[config.mk]
export PLATFORM = sky130hd
export DESIGN_NAME = pool3_flatten_buffer
export DESIGN_NICKNAME = d
export VERILOG_FILES = /design/src/rtl/pool3_flatten_buffer.sv
export SDC_FILE = /design/constraint.sdc
export NUM_CORES = 2
export LEC_CHECK = 0
export CORE_UTILIZATION = 35
export DETAILED_ROUTE_END_ITERATION = 8
export SLEW_MARGIN = 5
export SYNTH_ARGS = -nofsm -noshare
export SYNTH_HDL_FRONTEND = slang
export SYNTH_SLANG_ARGS = --single-unit
[constraint.sdc]
create_clock -name clk -period 4.4 [get_ports clk]
set_input_delay 0.66 -clock clk [delete_from_list [all_inputs] [get_ports clk]]
set_output_delay 0.66 -clock clk [all_outputs]
set_load 0.005 [all_outputs]
[src/rtl/pool3_flatten_buffer.sv]
// Layer-3 pooling receiver: captures DEPTH strobed 8-channel samples into a
// local store, then replays them channel-major (index = ch*DEPTH + pos) as a
// valid/ready byte stream toward the dense-layer controller.
module pool3_flatten_buffer #(
  parameter int unsigned WIDTH = 8,
  parameter int unsigned DEPTH = 20
) (
  input  logic             clk,
  input  logic             rst,
  input  logic             start,
  input  logic             maxflagin,
  input  logic [WIDTH-1:0] in1,
  input  logic [WIDTH-1:0] in2,
  input  logic [WIDTH-1:0] in3,
  input  logic [WIDTH-1:0] in4,
  input  logic [WIDTH-1:0] in5,
  input  logic [WIDTH-1:0] in6,
  input  logic [WIDTH-1:0] in7,
  input  logic [WIDTH-1:0] in8,
  output logic [WIDTH-1:0] out_data,
  output logic             out_valid,
  input  logic             out_ready,
  output logic             out_last,
  output logic             busy,
  output logic             done,
  output logic             overflow
);

  // Channel count is pinned by the in1..in8 port list.
  localparam int unsigned CHANNELS = 8;
  localparam int unsigned PW = (DEPTH > 1) ? $clog2(DEPTH) : 1;
  localparam int unsigned CW = $clog2(CHANNELS);
  localparam logic [PW-1:0] LastPos = PW'(DEPTH - 1);
  localparam logic [CW-1:0] LastCh  = CW'(CHANNELS - 1);

  typedef enum logic [1:0] {StIdle, StCollect, StStream} state_e;

  state_e           r_state;
  logic [PW-1:0]    r_wr_pos;
  logic [PW-1:0]    r_rd_pos;
  logic [CW-1:0]    r_rd_ch;
  logic [WIDTH-1:0] r_out_data;
  logic             r_out_valid;
  logic             r_out_last;
  logic             r_done;
  logic             r_overflow;
  logic [WIDTH-1:0] r_mem [CHANNELS][DEPTH];

  logic [WIDTH-1:0] w_in [CHANNELS];
  logic             w_hs;
  logic             w_pos_wrap;
  logic             w_rd_last;
  logic [PW-1:0]    w_nxt_pos;
  logic [CW-1:0]    w_nxt_ch;
  logic             w_wr_en;

  assign w_in[0] = in1;
  assign w_in[1] = in2;
  assign w_in[2] = in3;
  assign w_in[3] = in4;
  assign w_in[4] = in5;
  assign w_in[5] = in6;
  assign w_in[6] = in7;
  assign w_in[7] = in8;

  assign w_hs       = r_out_valid && out_ready;
  assign w_pos_wrap = (r_rd_pos == LastPos);
  assign w_rd_last  = (r_rd_ch == LastCh) && w_pos_wrap;
  assign w_nxt_pos  = w_pos_wrap ? '0 : r_rd_pos + PW'(1);
  assign w_nxt_ch   = w_pos_wrap ? r_rd_ch + CW'(1) : r_rd_ch;
  assign w_wr_en    = !rst && (r_state == StCollect) && maxflagin;

  // Sample store: one column per strobe, never cleared by reset.
  always_ff @(posedge clk) begin
    if (w_wr_en) begin
      for (int c = 0; c < CHANNELS; c++) begin
        r_mem[c][r_wr_pos] <= w_in[c];
      end
    end
  end

  // Control FSM with registered stream outputs.
  always_ff @(posedge clk) begin
    if (rst) begin
      r_state     <= StIdle;
      r_wr_pos    <= '0;
      r_rd_pos    <= '0;
      r_rd_ch     <= '0;
      r_out_data  <= '0;
      r_out_valid <= 1'b0;
      r_out_last  <= 1'b0;
      r_done      <= 1'b0;
      r_overflow  <= 1'b0;
    end else begin
      r_done <= 1'b0;
      unique case (r_state)
        StIdle: begin
          if (start) begin
            r_state    <= StCollect;
            r_wr_pos   <= '0;
            r_overflow <= 1'b0;
          end else if (maxflagin) begin
            r_overflow <= 1'b1;
          end
        end
        StCollect: begin
          if (maxflagin) begin
            r_wr_pos <= r_wr_pos + PW'(1);
            if (r_wr_pos == LastPos) begin
              r_state     <= StStream;
              r_rd_ch     <= '0;
              r_rd_pos    <= '0;
              r_out_valid <= 1'b1;
              // Element 0 was written by the first strobe, so the store holds it already.
              r_out_data  <= r_mem[0][0];
              r_out_last  <= (LastCh == '0) && (LastPos == '0);
            end
          end
        end
        StStream: begin
          if (maxflagin) begin
            r_overflow <= 1'b1;
          end
          if (w_hs) begin
            if (w_rd_last) begin
              r_state     <= StIdle;
              r_out_valid <= 1'b0;
              r_out_last  <= 1'b0;
              r_done      <= 1'b1;
            end else begin
              r_rd_pos   <= w_nxt_pos;
              r_rd_ch    <= w_nxt_ch;
              r_out_data <= r_mem[w_nxt_ch][w_nxt_pos];
              r_out_last <= (w_nxt_ch == LastCh) && (w_nxt_pos == LastPos);
            end
          end
        end
        default: r_state <= StIdle;
      endcase
    end
  end

  assign out_data  = r_out_data;
  assign out_valid = r_out_valid;
  assign out_last  = r_out_last;
  assign done      = r_done;
  assign overflow  = r_overflow;
  assign busy      = (r_state != StIdle);

endmodule
Word-level counts from Yosys, hierarchy flattened
Memory sizes are Yosys's and may differ from the RTL's.
Index checks and enable logic that the tools add are counted.
{"block": "word_totals", "register_bits": 27, "mem_bits_rw": 1280, "input_bits": 69, "word_cells": 98, "mem_count": 1}
{"block": "classes", "n_addsub": 3, "magnitude_cmp": 3, "n_eq_ne": 13, "mux": 47, "bitwise": 4, "reduce_logical": 18}
{"name": "r_mem", "depth": 8, "word_bits": 160, "rd": 2, "rd_clocked_by_memory_dff": 0, "write_ports": 8, "line_no": "47", "text": "logic [WIDTH-1:0] r_mem [CHANNELS][DEPTH];"}
{"op": "160-bit 2-to-1 mux", "n": 1}
{"op": "8-bit 2-to-1 mux", "n": 7}
{"op": "8-bit binary-select mux with 5-bit select", "n": 1}
{"op": "8-bit demux with 5-bit select", "n": 1}
{"op": "5-bit 2-to-1 mux", "n": 7}
{"op": "5-bit one-hot mux with 2 select lines", "n": 2}
{"op": "8-bit one-hot mux with 2 select lines", "n": 1}
{"op": "5-bit equality test (second input constant)", "n": 3}
{"op": "3-bit 2-to-1 mux", "n": 5}
{"op": "5-bit AND reduction", "n": 3}
{"op": "6-bit >= comparator (second input constant)", "n": 2}
{"op": "1-bit 2-to-1 mux", "n": 12}
{"op": "5-bit NOT with 6-bit output", "n": 2}
{"op": "5-bit by 1-bit adder with 5-bit output (second input constant)", "n": 2}
{"op": "2-bit 2-to-1 mux", "n": 5}
{"op": "2-bit != test (second input constant)", "n": 5}
{"op": "2-bit nonzero test", "n": 4}
{"op": "3-bit equality test (second input constant)", "n": 2}
{"op": "1-bit logical AND", "n": 6}
{"op": "6-bit by 1-bit less-than comparator with 1-bit output (second input constant)", "n": 1}
{"op": "1-bit one-hot mux with 2 select lines", "n": 3}
{"op": "2-bit one-hot mux with 3 select lines", "n": 1}
{"op": "3-bit one-hot mux with 2 select lines", "n": 1}
{"op": "4-bit AND reduction", "n": 1}
{"op": "9 further kinds", "n": 10}

Depth between registers and ports, before layout
{"block": "logic_depth", "word_depth": 9, "mapped_depth": 14, "mapped_depth_nobuf": 11}

Least setup slack after synthesis
Ideal clock, no wire load.
{"block": "synth_path", "path_type": "input to register", "start": "input port maxflagin", "end": "memory r_mem[0][32] in the netlist's numbering, enable pin", "setup_time_ns": 0.487, "arrival_ns": 3.799, "slack_ns": 0.115, "path_stages": 4, "cell_sequence": "nand3b_1 > nor2_1 > nand2_1 > nor2_1"}
{"element": "start, declared", "line_no": "11", "text": "input logic maxflagin,"}
{"element": "end, declared", "line_no": "47"}

Worst setup path in the final report
{"block": "layout_path", "start": "register r_rd_pos[1]", "end": "register r_out_data[3] (netlist: out_data[3])"}
{"block": "layout_via", "elab_chain_len": 9}
{"element": "start, declared", "line_no": "40", "text": "logic [PW-1:0] r_rd_pos;"}
{"element": "start signal, assigned", "line_no": "131", "text": "r_rd_pos <= w_nxt_pos;"}
{"element": "5-bit equality test or 5-bit by 1-bit adder with 5-bit output (tied branches)", "line_no": "67, 69"}
{"element": "3-bit 2-to-1 mux or 5-bit 2-to-1 mux (tied branches)", "line_no": "70, 69"}
{"element": "memory read 8 x 160 bit or 5-bit NOT with 6-bit output (tied branches)"}
{"element": "8-bit binary-select mux with 5-bit select", "line_no": "133", "text": "r_out_data <= r_mem[w_nxt_ch][w_nxt_pos];"}
{"element": "8-bit 2-to-1 mux (implied by the code) (2 in a row)", "line_no": "133"}
{"element": "8-bit 2-to-1 mux", "line_no": "125", "text": "if (w_rd_last) begin"}
{"element": "8-bit 2-to-1 mux", "line_no": "124", "text": "if (w_hs) begin"}
{"element": "8-bit one-hot mux with 2 select lines", "line_no": "96", "text": "unique case (r_state)"}
{"element": "end signal, assigned", "line_no": "115", "text": "r_out_data <= r_mem[0][0];"}
{"element": "end signal, assigned", "line_no": "133"}
{"element": "end, declared", "line_no": "42", "text": "logic [WIDTH-1:0] r_out_data;"}
Parallel ways exist; a longest one is shown, timed or not. The select of a mux whose other input is x is not followed.
A chain may end at the register's enable or synchronous reset.

==> run summary <==
Per-cell routed wire length - 26.83 um
Syn Inst Count - 3500
Clock Sinks - 1307
Synth async-reset ratio - 0%
Clk Tree Root Cell - clkbuf_16
Placed insts - 5524
Global-route wire length before repair - 222.1 mm
Max-cap violations - 0
Syn_area_per_cell - 15.12 sq um
Top post-synthesis cells by count - edfxtp_1 (1280), nand2_1 (518), mux2i_1 (293), a21oi_1 (194), o22ai_1 (156)
H-tree levels - 4
HP Start - overflow
CP Data Required Time - 5030 ps
Layout Nets - 3722
Unrepaired setup endpoints after global routing - false
Iteration-0 DRC Markers - 4046
Synth Flop Type - edfxtp_1
Ant. Diodes - 0
# port buffers - 81
Ranking of synthesized cells by area - edfxtp_1 (73%), mux2i_1 (5.5%), nand2_1 (3.7%)
Crit end category - flip-flop
Vias in the first global route - 31680
Slew at the pin closest to its max-slew limit - 1313 ps
Final Setup Violations - 0
Clock buffer depth - 3
Final hold violations - 0
Leakage power - 19.88 nW
WL final - 154.6 mm
Clk_lat worst skew - 780 ps
Register area share after synthesis - 73.67%
GPL Wtd Cong - 0.8296
Iteration count of the initial detailed-routing pass - 5
Hpwl dp - 88.03 mm
Die Ht - 390.8 um
DRC - 0
Antenna Nets Post-Route - 0
Pwr per Cell Area - 410.4 nW/um^2
Layout cells sized above 1 - 11.69%
Yosys top cell area share - 72.65%
Critical path peak fanout - 30
Worst Clk Skew - 37.89 ps
Worst vdd ir - 346.7 uV
Crit share post-route - 92.48%
Die Span X - 390.8 um
Hold-fix buffers, CTS - 0
Worst-path clk slew - 60 ps
Setup Fix Bufs, Post-CTS - 0
Slew headroom - 12.17%
Area Growth Syn to Fin - 15.32%
Largest net degree at the start of global routing - 88
Final Max Slew Viols - 0
Post-layout minimum cycle time - 4069 ps
CTS tree - built
Fin cells - 5763
# IOs - 82
Die Area - 152700 sq um
Setup crit start - r_rd_pos[1]
Gr ovfl total - 0
Startpoint Class - flip-flop
Cell taking the most area after synthesis - edfxtp_1
Initial antenna violation count - 16
Synth cell types - 75
Worst Hold Class - flip-flop to flip-flop
Total negative slack - 0 ps
Core area - 150000 sq um
Mapped cell area - 52910 sq um
# rows - 142
Vias post-DR - 32680
Setup CP Type - flip-flop to flip-flop
Starting Density - 35.28%
# resized after CTS - 0
Seq cells post-synth - 1307
Post-synth EDFFs - 1280
Mean number of vias per cell - 5.670
Syn Nets - 3576
Num CTS Buffers - 136
Worst r2r src - r_rd_pos[1]
Count leader, synth - edfxtp_1
Critical Path AT - 4700 ps
Synth warn - 0
Status - complete, no violations
GRT Total Usage - 19.99%
Max Clk Rate - 245.8 MHz
==> critical path, stage by stage, from the launching register on <==
cell and delay, ps:
dfxtp_1 330, ha_1 290, and4bb_4 330, xnor2_4 690, buf_12 320, buf_12 210
mux4_2 570, a21oi_1 560, o31ai_1 110, o21ai_0 340, a311oi_1 140
==> final cells by class <==
| class | count | area (sq um) |
|---|---|---|
| Tap cell | 2016 | 2522 |
| Fill cell | 13680 | 88940 |
| Multi-Input combinational cell | 1954 | 12920 |
| Clock inverter | 57 | 449.2 |
| Timing Repair Buffer | 236 | 2375 |
| Sequential cell | 1307 | 38980 |
| Clock buffer | 182 | 3722 |
| Inverter | 11 | 41.29 |
==> path summary, 6_finish.rpt <==
check | endpoint | cells past startpoint | slack, ps
worst max-delay path | out_data[3] | 10 | 330
worst min-delay path | overflow | 2 | 510
worst max register to register | out_data[3] | 10 | 330
worst min register to register | overflow | 2 | 510
==> state kept, by name, indices dropped and copies added, names as in the netlist <==
register	cells
r_rd_pos	5
out_last	1
done	1
r_mem	1280
r_rd_ch	3
overflow	1
r_wr_pos	5
r_state	2
out_data	8
out_valid	1
==> metal layers <==
metal | part of all wire (%) | track usage [%] | vias up
li1 | - | - | 14110
met1 | 42 | 27.97 | 16750
met2 | 47 | 31.42 | 1563
met3 | 8.6 | 3.751 | 245
met4 | 2.6 | 6.232 | 18
met5 | 0.069 | 0 | -
==> kinds of logic (layout without fill, tap and decap cells) <==
kind of cell | count (synthesis) | after routing | share of synthesized area [%]
simple gates | 873 | 873 | 7.232
compound gates | 719 | 719 | 8.721
mux | 347 | 347 | 7.577
xor+xnor | 8 | 8 | 0.1821
fa+ha+maj | 7 | 7 | 0.1655
flops | 1307 | 1307 | 73.67
buf+inv | 239 | 486 | 2.455
==> report_power, final <==
group          internal, W  leakage, nW  total, W  switching, W
combinational    0.0000750         6.11  0.000385      0.000310
clock              0.00618         2.04    0.0110       0.00478
sequential          0.0137         11.7    0.0137    0.00000808
total               0.0199         19.9    0.0250       0.00510
==> stage by stage <==
| stage | hold WS (ps) | instance area [sq um] | utilization [%] | setup WS [ps] | total power, W |
|---|---|---|---|---|---|
| global placement | 462.5 | 56840 | 37.91 | 359.3 | 0.01435 |
| global route | 530.7 | 61010 | 40.69 | 193.1 | 0.02569 |
| detailed placement | 502.6 | 56840 | 37.91 | 369.1 | 0.01435 |
| CTS | 513.3 | 61010 | 40.69 | 368.1 | 0.02520 |
| finish | 507.7 | 61010 | 40.69 | 331.1 | 0.02504 |
| floorplan | 460.4 | 52910 | - | 114.9 | 0.01398 |
==> placed cells by master (no fill, tap or decap), types with 66 or more instances in the layout <==
master,count
edfxtp_1,1280
nand2_1,514
mux2i_1,291
a21oi_1,194
o22ai_1,155
clkbuf_16,141
buf_4,123
o21ai_0,98
clkdlybuf4s50_1,81
nor3_1,67
nor2_1,66
Note: power is estimated with default switching activity, not from simulation.
